[config.mk]
export PLATFORM = sky130hd
export DESIGN_NAME = pipeline_exec_control_flat
export DESIGN_NICKNAME = d
export VERILOG_FILES = /design/src/rtl/pipeline_exec_control_if.sv /design/src/rtl/pipeline_exec_control.sv /design/src/flat_wrapper.sv
export SDC_FILE = /design/constraint.sdc
export NUM_CORES = 1
export LEC_CHECK = 0
export CAP_MARGIN = 15
export CORE_ASPECT_RATIO = 1.4
export CORE_UTILIZATION = 57
export CTS_CLUSTER_SIZE = 24
export DETAILED_ROUTE_END_ITERATION = 6
export PLACE_DENSITY_LB_ADDON = 0.2
export RECOVER_POWER = 50
export SYNTH_ARGS = -nofsm -noshare
export SYNTH_HDL_FRONTEND = slang
export SYNTH_SLANG_ARGS = --single-unit
[constraint.sdc]
create_clock -name clk -period 3.1 [get_ports clk]
set_clock_uncertainty 0.05 [all_clocks]
set_input_delay 0.62 -clock clk [delete_from_list [all_inputs] [get_ports clk]]
set_output_delay 0.62 -clock clk [all_outputs]
set_load 0.005 [all_outputs]
[src/rtl/pipeline_exec_control_if.sv]
// Command and pipeline-control bundle between the debug front end and the execution sequencer.
// Latency: none, this is wiring only.
// Backpressure: the front end holds cmd_valid until it sees cmd_ready high at a rising edge.
interface pipeline_exec_control_if #(
    parameter int CNT_W  = 32,
    parameter int STEP_W = 16
);
    logic              cmd_valid;
    logic [2:0]        cmd;
    logic [STEP_W-1:0] cmd_arg;
    logic              cmd_ready;
    logic              halt_instr;
    logic              pipe_enable;
    logic              pipe_flush;
    logic [1:0]        state;
    logic              halted;
    logic              done;
    logic              cmd_err;
    logic [CNT_W-1:0]  cycle_count;

    // Front end / pipeline side: issues commands and reports retiring HALT instructions
    modport master (
        output cmd_valid, cmd, cmd_arg, halt_instr,
        input  cmd_ready, pipe_enable, pipe_flush, state, halted, done, cmd_err, cycle_count
    );

    // Sequencer side
    modport slave (
        input  cmd_valid, cmd, cmd_arg, halt_instr,
        output cmd_ready, pipe_enable, pipe_flush, state, halted, done, cmd_err, cycle_count
    );
endinterface

[src/rtl/pipeline_exec_control.sv]
// Execution sequencer: free-run, N-cycle step, halt and flush control of the 5-stage pipeline.
// Latency: an accepted command changes state/pipe_enable/pipe_flush on the following cycle.
// Backpressure: cmd_ready is high in IDLE and RUN, low while stepping or flushing.
module pipeline_exec_control #(
    parameter int CNT_W        = 32,
    parameter int STEP_W       = 16,
    parameter int FLUSH_CYCLES = 5
) (
    input logic                    clk,
    input logic                    rst_n,
    pipeline_exec_control_if.slave bus
);

    typedef enum logic [1:0] {
        S_IDLE  = 2'b00,
        S_RUN   = 2'b01,
        S_STEP  = 2'b10,
        S_FLUSH = 2'b11
    } state_t;

    localparam logic [2:0] CMD_NOP   = 3'b000;
    localparam logic [2:0] CMD_RUN   = 3'b001;
    localparam logic [2:0] CMD_STEP  = 3'b010;
    localparam logic [2:0] CMD_HALT  = 3'b011;
    localparam logic [2:0] CMD_FLUSH = 3'b100;
    localparam logic [2:0] CMD_CLR   = 3'b101;

    localparam int FL_W = $clog2(FLUSH_CYCLES + 1);

    localparam logic [FL_W-1:0]   FLUSH_LOAD = FL_W'(FLUSH_CYCLES);
    localparam logic [FL_W-1:0]   FL_ONE     = FL_W'(1);
    localparam logic [STEP_W-1:0] STEP_ONE   = STEP_W'(1);
    localparam logic [CNT_W-1:0]  CNT_ONE    = CNT_W'(1);
    localparam logic [CNT_W-1:0]  CNT_MAX    = '1;

    state_t            state_q, state_d;
    logic [STEP_W-1:0] step_cnt_q, step_cnt_d;
    logic [FL_W-1:0]   flush_cnt_q, flush_cnt_d;
    logic              halted_q, halted_d;
    logic              done_q, done_d;
    logic              err_q, err_d;
    logic              clr_cnt;
    logic              enable_q;
    logic              flush_q;
    logic              ready_q;
    logic [CNT_W-1:0]  cycle_cnt_q;
    logic              accept;
    logic              halt_seen;

    // A retiring HALT only matters while the pipeline is actually advancing
    assign accept    = bus.cmd_valid & ready_q;
    assign halt_seen = bus.halt_instr & enable_q;

    // Next-state and pulse decode; every target gets its default first
    always_comb begin
        state_d     = state_q;
        step_cnt_d  = step_cnt_q;
        flush_cnt_d = flush_cnt_q;
        halted_d    = halted_q;
        done_d      = 1'b0;
        err_d       = 1'b0;
        clr_cnt     = 1'b0;
        case (state_q)
            S_IDLE: begin
                if (accept) begin
                    case (bus.cmd)
                        CMD_RUN: begin
                            if (halted_q) err_d = 1'b1;
                            else          state_d = S_RUN;
                        end
                        CMD_STEP: begin
                            if (halted_q) begin
                                err_d = 1'b1;
                            end else begin
                                state_d    = S_STEP;
                                // A zero step count still advances the pipe once
                                step_cnt_d = (bus.cmd_arg == '0) ? STEP_ONE : bus.cmd_arg;
                            end
                        end
                        CMD_FLUSH: begin
                            state_d     = S_FLUSH;
                            flush_cnt_d = FLUSH_LOAD;
                        end
                        CMD_CLR:             clr_cnt = 1'b1;
                        CMD_NOP, CMD_HALT:   ;
                        default:             err_d = 1'b1;
                    endcase
                end
            end
            S_RUN: begin
                // Halt wins over any concurrent command so done and err never coincide
                if (halt_seen || (accept && bus.cmd == CMD_HALT)) begin
                    state_d = S_IDLE;
                    done_d  = 1'b1;
                    if (halt_seen) halted_d = 1'b1;
                end else if (accept && bus.cmd != CMD_NOP) begin
                    err_d = 1'b1;
                end
            end
            S_STEP: begin
                step_cnt_d = step_cnt_q - STEP_ONE;
                if (halt_seen) begin
                    state_d  = S_IDLE;
                    done_d   = 1'b1;
                    halted_d = 1'b1;
                end else if (step_cnt_q == STEP_ONE) begin
                    state_d = S_IDLE;
                    done_d  = 1'b1;
                end
            end
            S_FLUSH: begin
                flush_cnt_d = flush_cnt_q - FL_ONE;
                if (flush_cnt_q == FL_ONE) begin
                    state_d  = S_IDLE;
                    halted_d = 1'b0;
                end
            end
            default: state_d = S_IDLE;
        endcase
    end

    // State, counters and registered outputs derived from the next state
    always_ff @(posedge clk or negedge rst_n) begin
        if (!rst_n) begin
            state_q     <= S_IDLE;
            step_cnt_q  <= '0;
            flush_cnt_q <= '0;
            halted_q    <= 1'b0;
            done_q      <= 1'b0;
            err_q       <= 1'b0;
            enable_q    <= 1'b0;
            flush_q     <= 1'b0;
            ready_q     <= 1'b1;
        end else begin
            state_q     <= state_d;
            step_cnt_q  <= step_cnt_d;
            flush_cnt_q <= flush_cnt_d;
            halted_q    <= halted_d;
            done_q      <= done_d;
            err_q       <= err_d;
            enable_q    <= (state_d == S_RUN) || (state_d == S_STEP);
            flush_q     <= (state_d == S_FLUSH);
            ready_q     <= (state_d == S_IDLE) || (state_d == S_RUN);
        end
    end

    // Saturating count of cycles in which the pipeline advanced
    always_ff @(posedge clk or negedge rst_n) begin
        if (!rst_n) begin
            cycle_cnt_q <= '0;
        end else if (clr_cnt) begin
            cycle_cnt_q <= '0;
        end else if (enable_q && cycle_cnt_q != CNT_MAX) begin
            cycle_cnt_q <= cycle_cnt_q + CNT_ONE;
        end
    end

    assign bus.state       = state_q;
    assign bus.cmd_ready   = ready_q;
    assign bus.pipe_enable = enable_q;
    assign bus.pipe_flush  = flush_q;
    assign bus.halted      = halted_q;
    assign bus.done        = done_q;
    assign bus.cmd_err     = err_q;
    assign bus.cycle_count = cycle_cnt_q;

endmodule
[src/flat_wrapper.sv]
// flat-port wrapper written by rule: the top's interface ports become plain ports
module pipeline_exec_control_flat 
#(
    parameter int CNT_W        = 32,
    parameter int STEP_W       = 16,
    parameter int FLUSH_CYCLES = 5
)
  (clk, rst_n, bus_cmd_valid, bus_cmd, bus_cmd_arg, bus_halt_instr, bus_cmd_ready, bus_pipe_enable, bus_pipe_flush, bus_state, bus_halted, bus_done, bus_cmd_err, bus_cycle_count);
  pipeline_exec_control_if #(.CNT_W(CNT_W), .STEP_W(STEP_W)) bus_i ();
  input logic clk;
  input logic rst_n;
  input wire logic [$bits(bus_i.cmd_valid)-1:0] bus_cmd_valid;
  input wire logic [$bits(bus_i.cmd)-1:0] bus_cmd;
  input wire logic [$bits(bus_i.cmd_arg)-1:0] bus_cmd_arg;
  input wire logic [$bits(bus_i.halt_instr)-1:0] bus_halt_instr;
  output wire logic [$bits(bus_i.cmd_ready)-1:0] bus_cmd_ready;
  output wire logic [$bits(bus_i.pipe_enable)-1:0] bus_pipe_enable;
  output wire logic [$bits(bus_i.pipe_flush)-1:0] bus_pipe_flush;
  output wire logic [$bits(bus_i.state)-1:0] bus_state;
  output wire logic [$bits(bus_i.halted)-1:0] bus_halted;
  output wire logic [$bits(bus_i.done)-1:0] bus_done;
  output wire logic [$bits(bus_i.cmd_err)-1:0] bus_cmd_err;
  output wire logic [$bits(bus_i.cycle_count)-1:0] bus_cycle_count;
  assign bus_i.cmd_valid = bus_cmd_valid;
  assign bus_i.cmd = bus_cmd;
  assign bus_i.cmd_arg = bus_cmd_arg;
  assign bus_i.halt_instr = bus_halt_instr;
  assign bus_cmd_ready = bus_i.cmd_ready;
  assign bus_pipe_enable = bus_i.pipe_enable;
  assign bus_pipe_flush = bus_i.pipe_flush;
  assign bus_state = bus_i.state;
  assign bus_halted = bus_i.halted;
  assign bus_done = bus_i.done;
  assign bus_cmd_err = bus_i.cmd_err;
  assign bus_cycle_count = bus_i.cycle_count;
  pipeline_exec_control #(.CNT_W(CNT_W), .STEP_W(STEP_W), .FLUSH_CYCLES(FLUSH_CYCLES)) u_core (.clk(clk), .rst_n(rst_n), .bus(bus_i));
endmodule
Word-level counts from Yosys, hierarchy flattened
Index checks and enable logic that the tools add are counted.
- output and inout port bits: 40
- logic and storage cells: 91
- register bits after elaboration: 59
- eq/ne operators: 20
- reduce and logical (&&, ||, !) cells: 20
- muxes and demuxes: 36
- add/subtract/negate cells: 3
- bitwise logic cells: 2
- operators with widths (kind ; count):
    $mux 16 ; 4
    $mux 32 ; 2
    $add 32x1->32 const B ; 1
    $ne 32x32->1 const B ; 1
    $pmux 16 s2 ; 1
    $eq 16x1->1 const B ; 1
    $logic_not 16->1 ; 1
    $sub 16x1->16 const B ; 1
    $mux 2 ; 7
    $mux 1 ; 13
    $eq 2x2->1 const B ; 4
    $pmux 2 s4 ; 1
    $eq 3x1->1 const B ; 2
    $eq 3x2->1 const B ; 2
    $eq 3x3->1 const B ; 2
    $mux 3 ; 2
    $ne 2x1->1 const B ; 3
    $ne 2x2->1 const B ; 3
    $pmux 1 s2 ; 3
    $pmux 2 s3 ; 1
    $pmux 3 s2 ; 1
    $reduce_and 3->1 ; 2
    $reduce_bool 2->1 ; 3
    $reduce_bool 3->1 ; 2
    other kinds (11) ; 18

Logic depth before layout (Yosys ltp)
- depth after elaboration: 7
- mapped depth: 8

Worst setup path before layout
OpenSTA, ideal clock, no wires.
- kind: input port to flip-flop
- start: input port bus_cmd[0]
- end: register u_core.ready_q, in the netlist u_core.bus.cmd_ready
- library setup time: 0.084 ns
- arrival time: 2.040 ns
- required time: 2.966 ns
- path slack: 0.926 ns
- cell stages on the path: 7
- cells stage by stage: clkbuf_1 -> nand4_1 -> a32oi_1 -> a211oi_1 -> nand3b_1 -> ha_1 -> or2_2
- longest elaborated chain between the ends: 7
- elaborated cells between the ends (all ways): 13
- classes of those cells: 5 x eq/ne; 4 x mux; 4 x reduce/logical
- ends and longest elaborated chain (item ; RTL line ; source):
    start: declaration ; flat_wrapper.sv:13 ; input wire logic [$bits(bus_i.cmd)-1:0] bus_cmd;
    branches (longest 4 deep; another with $eq 3x3->1) ; - ;
    $pmux 2 s4 (*) ; pipeline_exec_control.sv:63 ; case (state_q)
    via u_core.state_d[0] ; pipeline_exec_control.sv:36 ; state_t state_q, state_d;
    $eq 2x1->1 or $logic_not 2->1 (tied branches) ; pipeline_exec_control.sv:143 ; ready_q <= (state_d == S_IDLE) || (state_d == S_RUN);
    $logic_or 1x1->1 (*) ; pipeline_exec_control.sv:143 ;
    end signal: assignment ; pipeline_exec_control.sv:143 ;
    end: declaration ; pipeline_exec_control.sv:45 ; logic ready_q;
Mark *: on every way through the listed nets, which the timed path passes.
A chain may end at the register's enable or synchronous reset.

Final worst setup path
- start: input port bus_cmd[1]
- end: register u_core.ready_q, in the netlist u_core.bus.cmd_ready
Same word-level chain as after synthesis.

==> impl_metrics.ini <==
[synth]
syn_area_sq_um = 3610
ys_ff_latch = 59
syn_avg_cell_area_sq_um = 9.070
synthFlopType = dfrtp_1
synth_edf_count = 0
syn_nets = 433
synth_cells = 398
yosys_warnings = 0
ys_seq_area_frac = 0.4094
synth.distinct_cells = 60
async_flop_share = 1.000

[routing]
wirelength_um = 9110
wl_met1_um = 3674
drtIter0Drc = 294
ant_nets = 0
via_per_inst = 6.526
highest_layer = met4
wl_met2_um = 4687
routedWlPerCell_um = 17.00
dr_wl_met3_um = 445
vias = 3498
drcViolationCount = 0
firstDrtPassIters = 5

[grt]
grt_pass1_vias = 3295
gr-usage-all-layers = 0.2893
overflow = 0
grt_max_degree = 42
antenna_found_initial = 0
grt_pass1_wl_um = 15280

[outcome]
status = finished with violations
violations = max-capacitance violations, max-slew violations

[placed_design]
dpl.hpwl_um = 6174
place_inst = 520
gp_congestion = 0.8567
portBuffers = 62

[power]
power.density_nw_per_um2 = 870.3
pwr-share-clk = 0.223
seqPwrFrac = 0.392
power_switching_mw = 1.466
p_leak_nw = 1.803
swShare = 0.3726
p_int_mw = 2.469
peakVddDrop_mv = 0.6793
comb_power_share = 0.386

[cts]
cts_max_path_buffers = 2
clk_latency_ns = 0.35
post_cts_resized = 0
cts.htree.levels = 3
tritoncts = yes
postCtsSetupRepairBufs = 0
path_clk_slew_ns = 0.07
root_buffer = clkbuf_8
cts_buffers = 9
hold_buffers = 0
cts_sinks = 59

[sta]
worst_pin_slew_ns = 2.289
period_minus_slack_ns = 2.559
hold_viol = 0
slew_viol_final = 42
relSlewSlack = -0.5258
finalCritPeriodShare = 0.8255
tns_ns = 0
max_freq_ghz = 0.3908
rsz0062_at_grt = false
setup_viol = 0

[final_layout]
fin_nets = 496
drive_gt1_frac = 0.07725
layout_commonest_cell = dfrtp_1
synthToLayoutAreaGrowth_pct = 25.27
final_cell_mix = dfrtp_1, clkdlybuf4s50_1, a21oi_1
fill_cells = 424
instances_no_fill = 536
antenna_cells = 0

[worst_setup_path]
critPathCaptureType = flip-flop
critPathRequiredTime_ns = 3.32
critPathMaxFanout = 7
crit_type = primary input to flip-flop
worstPathArrival_ns = 2.78
worstPathCellList = dlygate4sd3_1 > nor2b_1 > nand4_1 > a32oi_1 > a211oi_1 > nand3b_1 > ha_1 > or2_2
slowest_delay_ns = 0.65
crit_slowest_cell = dlygate4sd3_1
worstSetupStartpointType = primary input

[die]
coreArea_sq_um = 5987
die-area_sq_um = 6660
fp.dieW_um = 69.26
start_util = 0.6029
io_pins = 63
die_h_um = 96.16
row_count = 33

[job]
drv_cap = 1

[worst_hold_path]
hold_class = flip-flop to flip-flop
[cell usage after synthesis, drive strengths merged (2+ instances only)]
| library cell | number | area (sq um) |
|---|---|---|
| dfrtp | 58 | 1451 |
| a21oi | 40 | 200.2 |
| nand2 | 33 | 123.9 |
| o21ai | 27 | 135.1 |
| nand3 | 21 | 117.6 |
| nor2 | 18 | 67.56 |
| o22a | 16 | 140.1 |
| or3 | 16 | 100.1 |
| inv | 15 | 56.30 |
| ha | 12 | 150.1 |
| o31ai | 12 | 90.09 |
| and3 | 11 | 75.07 |
| nor3 | 11 | 60.06 |
| or4 | 11 | 82.58 |
| clkbuf | 10 | 37.54 |
| nor4 | 9 | 77.57 |
| and4 | 8 | 77.57 |
| buf | 7 | 50.04 |
| a31oi | 6 | 37.54 |
| nand2b | 6 | 37.54 |
| nand4 | 6 | 37.54 |
| xnor2 | 5 | 43.79 |
| nor2b | 4 | 25.02 |
| a211oi | 3 | 22.52 |
| mux2i | 3 | 30.03 |
| a22oi | 2 | 15.01 |
| a2bb2oi | 2 | 17.52 |
| a311oi | 2 | 17.52 |
| a32oi | 2 | 17.52 |
| nand3b | 2 | 15.01 |
| o211ai | 2 | 20.02 |
| o22ai | 2 | 12.51 |
| or2 | 2 | 12.52 |
[area by class of cell]
cell class,instances,area [sq um],share of cell area
multi-input combinational,306,1983,0.4386
sequential,59,1478,0.3268
timing repair buffer,69,671.9,0.1486
clock buffer,11,141.4,0.03127
clock inverter,5,100.1,0.02214
tap,70,87.58,0.01937
inverter,16,60.06,0.01328
[final timing paths]
| path | start | endpoint | slack (ns) | cells past startpoint |
|---|---|---|---|---|
| worst max-delay path | bus_cmd[1] | u_core.bus.cmd_ready | 0.54 | 8 |
| worst min-delay path | u_core.step_cnt_q[9] | u_core.step_cnt_q[9] | 0.49 | 2 |
| worst max register to register | u_core.step_cnt_q[7] | u_core.bus.cmd_ready | 0.56 | 7 |
| worst min register to register | u_core.step_cnt_q[9] | u_core.step_cnt_q[9] | 0.49 | 2 |
| max in group asynchronous | rst_n | u_core.flush_cnt_q[1] | 0.75 | 2 |
| min in group asynchronous | rst_n | u_core.bus.cycle_count[29] | 0.90 | 1 |
[worst max-delay path: cells and delay by family]
| kind | cells | cell delay [ns] |
|---|---|---|
| adders and majority gates | 1 | 0.23 |
| AOI/OAI and AO/OA | 2 | 0.48 |
| buffers and inverters | 1 | 0.65 |
| and+or+nand+nor | 4 | 0.81 |
[sequential cells by signal (all words and copies together) (netlist names)]
name,count
u_core.bus.cycle_count,32
u_core.step_cnt_q,16
u_core.flush_cnt_q,3
u_core.bus.state,2
u_core.bus.cmd_err,1
u_core.bus.cmd_ready,1
u_core.bus.done,1
u_core.bus.halted,1
u_core.bus.pipe_enable,1
u_core.bus.pipe_flush,1
[power groups by stage]
| stage | Sequential (mW) | Clock (mW) | Combinational (mW) |
|---|---|---|---|
| 3_3_place_gp | 1.52 | 0 | 1.47 |
| 5_1_grt | 1.60 | 0.915 | 1.70 |
| 2_1_floorplan | 1.47 | 0 | 0.862 |
| 4_1_cts | 1.53 | 0.884 | 1.55 |
| 6_report | 1.54 | 0.876 | 1.52 |
| 3_5_place_dp | 1.54 | 0 | 1.53 |
[metrics by stage]
| stage | power [mW] | util | instance area, sq um | hold WS, ns | setup WS, ns |
|---|---|---|---|---|---|
| after global routing | 4.214 | 0.7553 | 4522 | 0.5214 | 0.2807 |
| after floorplan | 2.328 | - | 3610 | 0.2744 | 0.9256 |
| final | 3.935 | 0.7553 | 4522 | 0.4919 | 0.5409 |
| after detailed placement | 3.074 | 0.7172 | 4294 | 0.4769 | 0.3122 |
| after CTS | 3.970 | 0.7576 | 4536 | 0.4005 | 0.6468 |
| after global placement | 2.990 | 0.7172 | 4294 | 0.4569 | 0.3609 |
[logic make-up after synthesis]
group,share of synthesized area
DFF,0.4094
xor gates and xnor gates,0.01456
muxes,0.01144
buffers and inverters,0.04090
AOI/OAI and AO/OA,0.2236
and+or+nand+nor,0.2586
adders and majority gates,0.04159
[metal layers]
metal	up-vias	GRT usage
li1	1643	-
met1	1666	0.3286
met2	160	0.5210
met3	29	0.04188
met4	0	0.1667
met5	-	0
(Power assumes the default switching activity.)
